==> src/rtl/cpu_pkg.sv <==
// rtl/cpu_pkg.sv - shared opcode, ALU, bus-select and state definitions
//
// Purpose: constants and types shared by the control sequencer and its
// instruction-field decoder.
//   - opcode constants (ir[31:27])
//   - alu_op encodings
//   - bus_sel bit indices for every bus source
//   - sequencer state enum
//   - aluOpFor(): maps an R-type or immediate opcode to its ALU operation
package cpu_pkg;

  localparam logic [4:0] OP_ADD  = 5'h03;
  localparam logic [4:0] OP_SUB  = 5'h04;
  localparam logic [4:0] OP_AND  = 5'h05;
  localparam logic [4:0] OP_OR   = 5'h06;
  localparam logic [4:0] OP_ADDI = 5'h0C;
  localparam logic [4:0] OP_ANDI = 5'h0D;
  localparam logic [4:0] OP_ORI  = 5'h0E;
  localparam logic [4:0] OP_MFHI = 5'h13;
  localparam logic [4:0] OP_MFLO = 5'h14;
  localparam logic [4:0] OP_HALT = 5'h1B;

  localparam logic [3:0] ALU_ADD = 4'd0;
  localparam logic [3:0] ALU_SUB = 4'd1;
  localparam logic [3:0] ALU_AND = 4'd2;
  localparam logic [3:0] ALU_OR  = 4'd3;

  // Bus-source bit positions; R0..R15 occupy bits 0..15.
  localparam int SEL_R0     = 0;
  localparam int SEL_HI     = 16;
  localparam int SEL_LO     = 17;
  localparam int SEL_ZHI    = 18;
  localparam int SEL_ZLO    = 19;
  localparam int SEL_PC     = 20;
  localparam int SEL_MDR    = 21;
  localparam int SEL_INPORT = 22;
  localparam int SEL_C      = 23;

  typedef enum logic [2:0] {
    S_IDLE,
    S_T0,
    S_T1,
    S_T2,
    S_T3,
    S_T4,
    S_T5,
    S_HLT
  } state_t;

  // Immediate forms share the ALU operation of their register forms.
  function automatic logic [3:0] aluOpFor(input logic [4:0] op);
    case (op)
      OP_SUB:          aluOpFor = ALU_SUB;
      OP_AND, OP_ANDI: aluOpFor = ALU_AND;
      OP_OR,  OP_ORI:  aluOpFor = ALU_OR;
      default:         aluOpFor = ALU_ADD;
    endcase
  endfunction

endpackage

==> src/rtl/ir_field_decode.sv <==
// rtl/ir_field_decode.sv - combinational opcode classification and register fields
//
// Purpose: splits the IR into opcode and Ra/Rb/Rc fields and classifies the
// opcode into exactly one of rtype/imm/mfhi/mflo/halt/illegal.
// Ports:
//   ir        in  32  instruction register contents
//   opcode    out 5   ir[31:27]
//   ra/rb/rc  out 4   ir[26:23] / ir[22:19] / ir[18:15]
//   isRtype, isImm, isMfhi, isMflo, isHalt, isIllegal  out 1  class flags
// Configuration: CTL_SEQ_MFHILO_EN enables MFHI/MFLO decode; without it those
// opcodes are classified illegal.
module ir_field_decode
  import cpu_pkg::*;
(
  input  logic [31:0] ir,
  output logic [4:0]  opcode,
  output logic [3:0]  ra,
  output logic [3:0]  rb,
  output logic [3:0]  rc,
  output logic        isRtype,
  output logic        isImm,
  output logic        isMfhi,
  output logic        isMflo,
  output logic        isHalt,
  output logic        isIllegal
);

  // Immediate value bits are consumed by the datapath, not by control.
  logic [14:0] unusedLow;
  assign unusedLow = ir[14:0];

  always_comb begin
    opcode  = ir[31:27];
    ra      = ir[26:23];
    rb      = ir[22:19];
    rc      = ir[18:15];
    isRtype = opcode inside {OP_ADD, OP_SUB, OP_AND, OP_OR};
    isImm   = opcode inside {OP_ADDI, OP_ANDI, OP_ORI};
    isHalt  = (opcode == OP_HALT);
`ifdef CTL_SEQ_MFHILO_EN
    isMfhi  = (opcode == OP_MFHI);
    isMflo  = (opcode == OP_MFLO);
`else
    isMfhi  = 1'b0;
    isMflo  = 1'b0;
`endif
    isIllegal = !(isRtype || isImm || isMfhi || isMflo || isHalt);
  end

endmodule

==> src/rtl/ctl_sequencer.sv <==
// rtl/ctl_sequencer.sv - microstep control sequencer driving one-hot bus selects
//
// Purpose: runs fetch (T0-T2, with memory-ready wait in T1) and executes the
// register/immediate ALU subset, MFHI/MFLO and HALT (T3-T5).
// Ports:
//   clock, reset         in   rising-edge clock, synchronous active-high reset
//   run                  in   start pulse, sampled only in IDLE
//   ir                   in   32  IR contents, valid from T3
//   mem_rdy              in   memory read data valid
//   bus_sel              out  SEL_W one-hot bus source (or zero)
//   reg_in               out  N_REGS one-hot register load enables (or zero)
//   pc_in, ir_in, mar_in, mdr_in, y_in, z_in  out  register load strobes
//   inc_pc, mem_read     out  ALU increment / memory read request
//   alu_op               out  4  ALU operation, nonzero only in T4
//   halted, illegal      out  HALT reached / one-cycle unsupported-opcode pulse
// Configuration: CTL_SEQ_MFHILO_EN enables MFHI/MFLO (see ir_field_decode).
module ctl_sequencer
  import cpu_pkg::*;
#(
  parameter int N_REGS = 16,
  parameter int SEL_W  = 32
) (
  input  logic              clock,
  input  logic              reset,
  input  logic              run,
  input  logic [31:0]       ir,
  input  logic              mem_rdy,
  output logic [SEL_W-1:0]  bus_sel,
  output logic [N_REGS-1:0] reg_in,
  output logic              pc_in,
  output logic              ir_in,
  output logic              mar_in,
  output logic              mdr_in,
  output logic              y_in,
  output logic              z_in,
  output logic              inc_pc,
  output logic              mem_read,
  output logic [3:0]        alu_op,
  output logic              halted,
  output logic              illegal
);

  localparam logic [SEL_W-1:0]  SEL_ONE = SEL_W'(1);
  localparam logic [N_REGS-1:0] REG_ONE = N_REGS'(1);

  state_t     state;
  logic [4:0] opcode;
  logic [3:0] ra, rb, rc;
  logic       isRtype, isImm, isMfhi, isMflo, isHalt, isIllegal;

  ir_field_decode uDecode (
    .ir        (ir),
    .opcode    (opcode),
    .ra        (ra),
    .rb        (rb),
    .rc        (rc),
    .isRtype   (isRtype),
    .isImm     (isImm),
    .isMfhi    (isMfhi),
    .isMflo    (isMflo),
    .isHalt    (isHalt),
    .isIllegal (isIllegal)
  );

  always_ff @(posedge clock) begin
    if (reset) begin
      state <= S_IDLE;
    end else begin
      case (state)
        S_IDLE:  if (run) state <= S_T0;
        S_T0:    state <= S_T1;
        S_T1:    if (mem_rdy) state <= S_T2;
        S_T2:    state <= S_T3;
        S_T3: begin
          if (isRtype || isImm) state <= S_T4;
          else if (isHalt)      state <= S_HLT;
          else                  state <= S_T0;
        end
        S_T4:    state <= S_T5;
        S_T5:    state <= S_T0;
        S_HLT:   state <= S_HLT;
        default: state <= S_IDLE;
      endcase
    end
  end

  // Outputs follow the state register (and ir in T3-T5). The T1 load strobes
  // additionally qualify on mem_rdy so PC and MDR load only when data is valid.
  always_comb begin
    bus_sel  = '0;
    reg_in   = '0;
    pc_in    = 1'b0;
    ir_in    = 1'b0;
    mar_in   = 1'b0;
    mdr_in   = 1'b0;
    y_in     = 1'b0;
    z_in     = 1'b0;
    inc_pc   = 1'b0;
    mem_read = 1'b0;
    alu_op   = ALU_ADD;
    halted   = 1'b0;
    illegal  = 1'b0;
    case (state)
      S_T0: begin
        bus_sel = SEL_ONE << SEL_PC;
        mar_in  = 1'b1;
        inc_pc  = 1'b1;
        z_in    = 1'b1;
      end
      S_T1: begin
        bus_sel  = SEL_ONE << SEL_ZLO;
        mem_read = 1'b1;
        pc_in    = mem_rdy;
        mdr_in   = mem_rdy;
      end
      S_T2: begin
        bus_sel = SEL_ONE << SEL_MDR;
        ir_in   = 1'b1;
      end
      S_T3: begin
        if (isRtype || isImm) begin
          bus_sel = SEL_ONE << rb;
          y_in    = 1'b1;
        end else if (isMfhi) begin
          bus_sel = SEL_ONE << SEL_HI;
          reg_in  = REG_ONE << ra;
        end else if (isMflo) begin
          bus_sel = SEL_ONE << SEL_LO;
          reg_in  = REG_ONE << ra;
        end else if (isIllegal) begin
          illegal = 1'b1;
        end
      end
      S_T4: begin
        bus_sel = isRtype ? (SEL_ONE << rc) : (SEL_ONE << SEL_C);
        alu_op  = aluOpFor(opcode);
        z_in    = 1'b1;
      end
      S_T5: begin
        bus_sel = SEL_ONE << SEL_ZLO;
        reg_in  = REG_ONE << ra;
      end
      S_HLT:   halted = 1'b1;
      default: ;
    endcase
  end

endmodule

==> config.mk <==
export PLATFORM = sky130hd
export DESIGN_NAME = ctl_sequencer
export DESIGN_NICKNAME = d
export VERILOG_FILES = /design/src/rtl/cpu_pkg.sv /design/src/rtl/ir_field_decode.sv /design/src/rtl/ctl_sequencer.sv
export SDC_FILE = /design/constraint.sdc
export NUM_CORES = 1
export LEC_CHECK = 0
export CORE_ASPECT_RATIO = 1.4
export CORE_MARGIN = 2
export CORE_UTILIZATION = 32
export DETAILED_ROUTE_END_ITERATION = 16
export GPL_TIMING_DRIVEN = 0
export MAX_ROUTING_LAYER = met4
export PLACE_DENSITY = 0.85
export SYNTH_ARGS = -nofsm -noshare
export SYNTH_HDL_FRONTEND = slang
export SYNTH_SLANG_ARGS = --single-unit
==> constraint.sdc <==
create_clock -name clock -period 2.3 [get_ports clock]
set_clock_uncertainty 0.05 [all_clocks]
set_input_delay 0.46 -clock clock [delete_from_list [all_inputs] [get_ports clock]]
set_output_delay 0.46 -clock clock [all_outputs]
set_load 0.1 [all_outputs]
* Word level (Yosys, flattened, before mapping)
Cells that the tools add are included.
** Storage, ports and cells
- Output and inout port bits :: 62
- Input port bits :: 36
- Bits in writable memories :: 0
- Logic and storage cells :: 53
- Latch bits :: 0
- Bits in registers :: 3
- Memories kept :: 0
- ROM bits :: 0
** Operators by class
- Multiplexer cells :: 22
- Eq/ne operators :: 17
- Shifts and indexed selects :: 3
- Reduce and logical (&&, ||, !) cells :: 10
- Order comparisons :: 0
- $mul :: 0
- Add/subtract/negate cells :: 0
- Bitwise operators :: 0
- Divide/modulo/power cells :: 0
** Operators with widths (count)
- $pmux W32 S5 :: 1
- $mux W32 :: 2
- $shl A1 B4 Y32 const A :: 2
- $pmux W3 S8 :: 1
- $mux W16 :: 1
- $shl A1 B4 Y16 const A :: 1
- $eq A5 B3 Y1 const B :: 3
- $eq A5 B4 Y1 const B :: 3
- $eq A3 B3 Y1 const B :: 4
- $mux W3 :: 4
- $mux W1 :: 11
- $reduce_or A2 Y1 :: 4
- $eq A3 B2 Y1 const B :: 2
- $pmux W2 S3 :: 1
- $eq A5 B2 Y1 const B :: 1
- $eq A5 B5 Y1 const B :: 1
- $ne A2 B2 Y1 const B :: 2
- $reduce_bool A4 Y1 :: 1
- $eq A3 B1 Y1 const B :: 1
- $logic_not A3 Y1 :: 1
- $reduce_bool A3 Y1 :: 1
- $logic_or A1 B1 Y1 :: 2
- $mux W2 :: 1
- $reduce_and A2 Y1 :: 1

* Logic depth before layout (Yosys ltp)
Gate-level depths: netlist (run 1).
- Word-level depth :: 7
- Gate-level depth with buffers :: 5
- Gate-level depth less buffers :: 4

* Modules after synthesis
A second synthesis (run 1) with hierarchy kept.
** Unflattened totals
- Cell total of the unflattened synthesis :: 157
- Area total of the unflattened synthesis :: 1037.2 µm²
** By module, submodules not included
- ctl_sequencer :: area each 820.8 µm², cells an instance 127, times used 1, seq. area each 60.1 µm²
- ir_field_decode :: area each 216.5 µm², cells an instance 30, times used 1, seq. area each 0.0 µm²

* Least setup slack after synthesis (run 1)
OpenSTA, ideal clock, no wires.
- Kind :: register to output
- Start point :: reg state[1]
- End point :: out reg_in[0]
- Data required time :: 1790 ps
- Path buffers :: 1
- Arrival time :: 3487 ps
- Stages on the path, launching flop included :: 5
- Setup slack :: -1697 ps
- Cell sequence :: dfxtp_1 > nor2b_1 > buf_2 > or4b_4 > nor3_1
** Between the ends
- Cells in the longest elaborated chain, start to end :: 2
** RTL lines
- start: declaration :: line ctl_sequencer.sv:46 : state_t state;
- start signal: assignment :: line ctl_sequencer.sv:67 : state <= S_IDLE;
- start signal: assignment :: line ctl_sequencer.sv:70 : S_IDLE: if (run) state <= S_T0;
- start signal: assignment :: line ctl_sequencer.sv:71 : S_T0: state <= S_T1;
- $eq A3 B3 Y1 :: line ctl_sequencer.sv:103 : case (state)
- $mux W16
- end: declaration :: line ctl_sequencer.sv:29 : output logic [N_REGS-1:0] reg_in,
Every way passes these cells.

* Final worst setup path (run 1)
- Start point :: reg state[1]
- End point :: out bus_sel[4]
** Between the ends
- Cells in the longest elaborated chain, start to end :: 3
- Elaborated cells on any way between the ends :: 8
- Those cells by class :: eq/ne (6); mux (1); reduce/logical (1)
** RTL lines
- $eq A3 B2 Y1 / $eq A3 B3 Y1 (equally long branches) :: line ctl_sequencer.sv:103
- $reduce_or A2 Y1 (no source line)
- $pmux W32 S5 * :: line ctl_sequencer.sv:103
- end: declaration :: line ctl_sequencer.sv:28 : output logic [SEL_W-1:0] bus_sel,
Every way passes the cells marked *; elsewhere a longest branch is shown, timed or not.

==> results of run 1 <==
-- layer usage --
metal | vias to the layer above | share of wire | wire [um] | GRT usage
li1 | 704 | - | - | -
met5 | - | 0 | 0 | -
met3 | 11 | 0.045 | 200 | 0.02778
met4 | 0 | 0.020 | 91 | 0.09064
met2 | 63 | 0.60 | 2665 | 0.4603
met1 | 710 | 0.34 | 1519 | 0.2345
-- cell type report --
type | instances | area [um2] | share of cell area
buffer | 22 | 183.9 | 0.07573
multi-input combinational | 124 | 1209 | 0.4977
timing repair buffer | 87 | 857.1 | 0.3529
inverter | 6 | 22.52 | 0.009274
clock buffer | 4 | 45.04 | 0.01855
sequential | 3 | 62.56 | 0.02576
tap | 39 | 48.80 | 0.02009
-- power breakdown --
group | total, mW | switching, mW | internal (mW)
combinational | 0.465 | 0.337 | 0.128
sequential | 0.0605 | 0.00316 | 0.0573
clock | 0.156 | 0.0375 | 0.118
total | 0.682 | 0.378 | 0.304
-- synthesized netlist by cell type (all sizes together) (2+ instances only) --
cell type   n  share of area
clkbuf      3          0.025
buf        20           0.15
and2        3          0.020
xnor2       2          0.017
nor2b       5          0.031
nand3       3          0.015
and2b       2          0.016
or2         4          0.025
o211ai      3          0.036
and3b       2          0.019
nor3        7          0.035
o32ai       6          0.052
o2111ai     4          0.035
and3        4          0.025
nand2b      9          0.056
o22ai      10          0.062
inv         6          0.022
nor2       19          0.071
nand2       7          0.026
dfxtp       3          0.060
nand4b      3          0.026
nand4       4          0.025
-- worst max-delay path, stage by stage, from the launching register on --
cell and delay (ns):
dfxtp_2 0.31, buf_6 0.12, nor3b_4 0.25, buf_4 0.16, o211ai_1 0.09, buf_4 0.18, o22ai_2 0.20, buf_6 0.25
-- stage by stage --
step | utilization | instance area [um2] | hold WS, ns | setup WS [ns]
6_report | 0.7929 | 2429 | 0.5795 | 0.004019
5_1_grt | 0.7929 | 2429 | 0.6212 | -0.04023
4_1_cts | 0.7337 | 2247 | 0.5661 | -0.01507
3_5_place_dp | 0.6687 | 2048 | 0.5591 | -1.483
3_3_place_gp | 0.6687 | 2048 | 0.5395 | -1.451
2_1_floorplan | - | 1319 | 0.4810 | -0.7647
-- worst paths after layout --
check / end / slack [ns] / startpoint
min: state[2] / 0.58 / state[2]
min reg2reg: state[2] / 0.58 / state[2]
max reg2reg: state[1] / 0.98 / state[0]
max: bus_sel[4] / 0.004 / state[1]
-- what timing repair did --
action,CTS,global route
setup endpoints to repair,48,24
cloned,1,0
pin swaps,16,11
setup buffers,7,11
resized for setup,327,35
-- cells by family after synthesis --
logic type	share of synthesized area
compound gates	0.2594
xor+xnor	0.01746
buf+inv	0.2020
flops	0.05985
mux	0.009975
other cells	0.003737
simple gates	0.4476
==> impl_metrics.csv, run 1 <==
group,metric,value,unit
critical_path,crit_arrival,1.79,ns
critical_path,crit_path_start_kind,"flip-flop",
global_routing,antenna_found_initial,0,
clock_tree,clockBufferDepth,2,
pwr,powerDensity,280.8,nW/um2
sta,period_share,0.9983,
die,die_w,51.33,um
place,port_buffers,68,
global_routing,grt_pass1_wl,6534,um
detailed_routing,vias,1488,
clock_tree,clk_latency,0.22,ns
detailed_routing,drtIter0Drc,49,
detailed_routing,vias_per_cell,5.221,
critical_path,crit_required,1.79,ns
final_layout,finalNetCount,283,
job,drv_cap,0,
global_routing,track_usage,0.2392,
pwr,vdd_drop_max,0.0002957,V
logic_synthesis,syn_avg_cell_area,7.017,um2
detailed_routing,dr.pass1.iters,4,
global_routing,first_global_vias,1455,
final_layout,area_delta_synth_final,142.0,%
sta,hold_viol_final,0,
final_layout,largest_reg_flops,3,
final_layout,fin_cells,285,
final_layout,mostFrequentLayoutCells,"buf_4 (47), buf_6 (15), nor2_4 (14), conb_1 (14), dlygate4sd2_1 (13)",
logic_synthesis,synth-edff-count,0,
logic_synthesis,async_reset_ff_frac,0,
clock_tree,cts_sinks,3,
critical_path,crit_type,"flip-flop to primary output",
hold_path,hold_path_depth,2,
final_layout,top_regs,"state (3)",
critical_path,critPathCaptureType,"primary output",
final_layout,fill_cells,218,
pwr,leakagePower,0.9825,nW
logic_synthesis,synth_seq_cells,3,
die,initial_core_util,0.3276,
run_status,outcome,"finished, final reports clean",
die,core_area,3063,um2
die,rows,24,
final_layout,layout-drive-gt1-share,0.6585,
sta,drv_slew,0,
critical_path,r2r_cells,6,
sta,setup_tns,0,ns
detailed_routing,wl_per_cell,15.71,um
sta,max_clock_freq,0.4355,GHz
clock_tree,cts_max_level,1,
place,dpl.hpwl,2908,um
final_layout,antenna_cells,0,
clock_tree,cts_buffers,3,
clock_tree,cts_hold_buf,0,
place,globalplace.congestion,0.8292,
logic_synthesis,syn_area,1003,um2
global_routing,grt_max_degree,11,
logic_synthesis,ys.flop_type,"dfxtp_1",
logic_synthesis,ys_types,44,
sta,slew_headroom,0.3598,
detailed_routing,drcViolationCount,0,
final_layout,layout_commonest_cell,"buf_4",
detailed_routing,ant_nets,0,
hold_path,hold_path.class,"flip-flop to flip-flop",
final_layout,regMostFlops,"state",
sta,rsz0062_at_grt,"yes",
detailed_routing,routed_wl,4476,um
global_routing,overflow,0,
critical_path,worstPathMaxFanout,6,
die,pin_count,98,
place,dp_cells,263,
die,die_height,70.26,um
pwr,p_total,681.8,uW
clock_tree,tritoncts,"built",
die,dieArea,3606,um2
logic_synthesis,synth_seq_area_share,0.05985,
sta,setup_viol,0,
sta,tightest_slew,0.9641,ns
clock_tree,cts.clk_slew.worst_paths,0.03,ns
clock_tree,root_buffer,"clkbuf_8",
logic_synthesis,netlist_instances,143,
logic_synthesis,yosys_warnings,0,
sta,layout_min_cycle_time,2.296,ns
Note: power is estimated with default switching activity, not from simulation.
==> inputs of run 2 (changes only) <==
--- a/config.mk
+++ b/config.mk
@@ -5,7 +5,6 @@
 export SDC_FILE = /design/constraint.sdc
 export NUM_CORES = 1
 export LEC_CHECK = 0
-export CORE_ASPECT_RATIO = 1.4
 export CORE_MARGIN = 2
 export CORE_UTILIZATION = 32
 export DETAILED_ROUTE_END_ITERATION = 16
==> run 2 against run 1 <==
Effect of this change:
- highest routed layer unchanged
- the run now ends with setup timing left
- sequential share of layout area fell by 0.060 points
- final cell count rose by 0.70%
- critical endpoint is now bus_sel[9]
- first-iteration DRC count rose by 110%
- clock-buffer cell count did not move
- power fell by 6.9%
- register-to-register slack got worse by 0.15 ns
==> impl_metrics.csv, run 2 (synthesis results as in run 1) <==
group,metric,value,unit
detailed_routing,wl_met2,2986,um
clock_tree,root_buffer,"clkbuf_4",
detailed_routing,routed-wl-met3,229,um
place,globalplace.congestion,0.8895,
sta,max_clock_freq,0.4246,GHz
clock_tree,clockBufferDepth,2,
final_layout,top_regs,"state (3)",
global_routing,grt_pass1_wl,6879,um
sta,slew_headroom,0.3567,
critical_path,crit_required,1.79,ns
critical_path,crit_arrival,1.85,ns
die,core_area,3028,um2
detailed_routing,routed.top_layer,"met4",
clock_tree,clk_latency,0.23,ns
final_layout,fin_cells,287,
sta,tightest_slew,0.9687,ns
detailed_routing,met1_length,2103,um
global_routing,first_global_vias,1351,
die,initial_core_util,0.3314,
final_layout,regMostFlops,"state",
final_layout,post-route-util,0.8376,
clock_tree,tritoncts,"built",
sta,hold_viol_final,0,
sta,setup_tns,-0.09961,ns
clock_tree,cts_max_level,1,
final_layout,seqCellArea,63.81,um2
detailed_routing,vias,1552,
detailed_routing,dr.pass1.iters,4,
hold_path,hold_path.class,"flip-flop to flip-flop",
final_layout,finalNetCount,280,
job,drv_cap,0,
final_layout,largest_reg_flops,3,
detailed_routing,drcViolationCount,0,
clock_tree,cts_sinks,3,
critical_path,crit_path_start_kind,"flip-flop",
die,die_height,60,um
die,pin_count,98,
final_layout,layout_commonest_cell,"buf_4",
detailed_routing,ant_nets,0,
pwr,vdd_drop_max,0.0001998,V
final_layout,antenna_cells,0,
critical_path,crit_type,"flip-flop to primary output",
pwr,pwr-share-clk,0.153,
sta,layout_min_cycle_time,2.355,ns
pwr,leakagePower,0.9716,nW
detailed_routing,drtIter0Drc,102,
final_layout,fill_cells,173,
pwr,p_sw_frac,0.6081,
final_layout,mostFrequentLayoutCells,"buf_4 (41), buf_12 (20), nor2_4 (14), conb_1 (14), dlygate4sd2_1 (10)",
pwr,seq_power_share,0.095,
final_layout,layout-drive-gt1-share,0.6502,
pwr,internal_power,248.7,uW
die,die_w,60,um
pwr,combPwrFrac,0.752,
sta,period_share,1.024,
detailed_routing,vias_per_cell,5.408,
detailed_routing,wl_per_cell,18.98,um
global_routing,track_usage,0.2540,
critical_path,worstPathMaxFanout,6,
clock_tree,cts_buffers,3,
final_layout,area_delta_synth_final,152.7,%
detailed_routing,routed_wl,5446,um
global_routing,overflow,0,
sta,setup_viol,5,
die,rows,20,
global_routing,antenna_found_initial,0,
place,port_buffers,68,
global_routing,grt_max_degree,11,
run_status,violations,"setup timing",
die,dieArea,3600,um2
pwr,p_total,634.4,uW
sta,setup_ws,-0.05510,ns
pwr,p_switching,385.8,uW
sta,rsz0062_at_grt,"yes",
sta,drv_slew,0,
place,dpl.hpwl,3032,um
critical_path,critPathCaptureType,"primary output",
final_layout,multiInputGateArea,1246,um2
pwr,powerDensity,250.2,nW/um2
place,dp_cells,268,
clock_tree,cts.clk_slew.worst_paths,0.05,ns
clock_tree,cts_hold_buf,0,
run_status,outcome,"complete, but fails checks",
==> run 2: worst paths after layout <==
check,startpoint,end,slack (ns),cells past startpoint
setup reg to reg,state[1],state[1],0.83,5
hold / removal,state[2],state[2],0.60,2
hold reg to reg,state[2],state[2],0.60,2
setup / recovery,state[1],bus_sel[9],-0.06,6
==> run 2: critical path, stage by stage, from the launching register on <==
cell,delay (ns)
dfxtp_2,0.31
buf_6,0.13
nor3b_4,0.29
o211ai_4,0.15
buf_6,0.17
o32ai_4,0.34
buf_12,0.22
==> run 2: routing by layer <==
metal / vias up / global-route usage
li1: 701 / -
met2: 80 / 0.4161
met4: 0 / 0.06032
met5: - / -
met3: 10 / 0.008658
met1: 761 / 0.3446
==> run 2: layout make-up <==
| cell class | instances | area share |
|---|---|---|
| timing repair buffer | 83 | 0.3670 |
| sequential | 3 | 0.02516 |
| tap | 44 | 0.02171 |
| buffer | 23 | 0.07548 |
| clock buffer | 4 | 0.01036 |
| inverter | 6 | 0.008880 |
| multi-input combinational | 124 | 0.4914 |
==> run 2: per-stage QoR <==
stage | setup WS, ns | hold WS, ns | cell area, um2
after detailed placement | -1.432 | 0.5602 | 2054
after global routing | -0.08864 | 0.6151 | 2536
after floorplan | -0.7647 | 0.4810 | 1319
final | -0.05510 | 0.5981 | 2536
after global placement | -1.436 | 0.5411 | 2054
after CTS | -0.01109 | 0.5710 | 2369
==> run 2: what timing repair did <==
item,in CTS,in global routing
pin swaps,17,15
gates resized for setup,337,43
cloned,1,0
setup buffers,9,5
setup endpoints to repair,48,37
==> run 2: power groups by stage <==
stage	Clock [mW]	Sequential (mW)	Combinational (mW)
floorplan	0	0.0594	0.333
global placement	0	0.0597	0.430
detailed placement	0	0.0600	0.433
CTS	0.0912	0.0598	0.444
global route	0.108	0.0606	0.490
finish	0.0970	0.0604	0.477
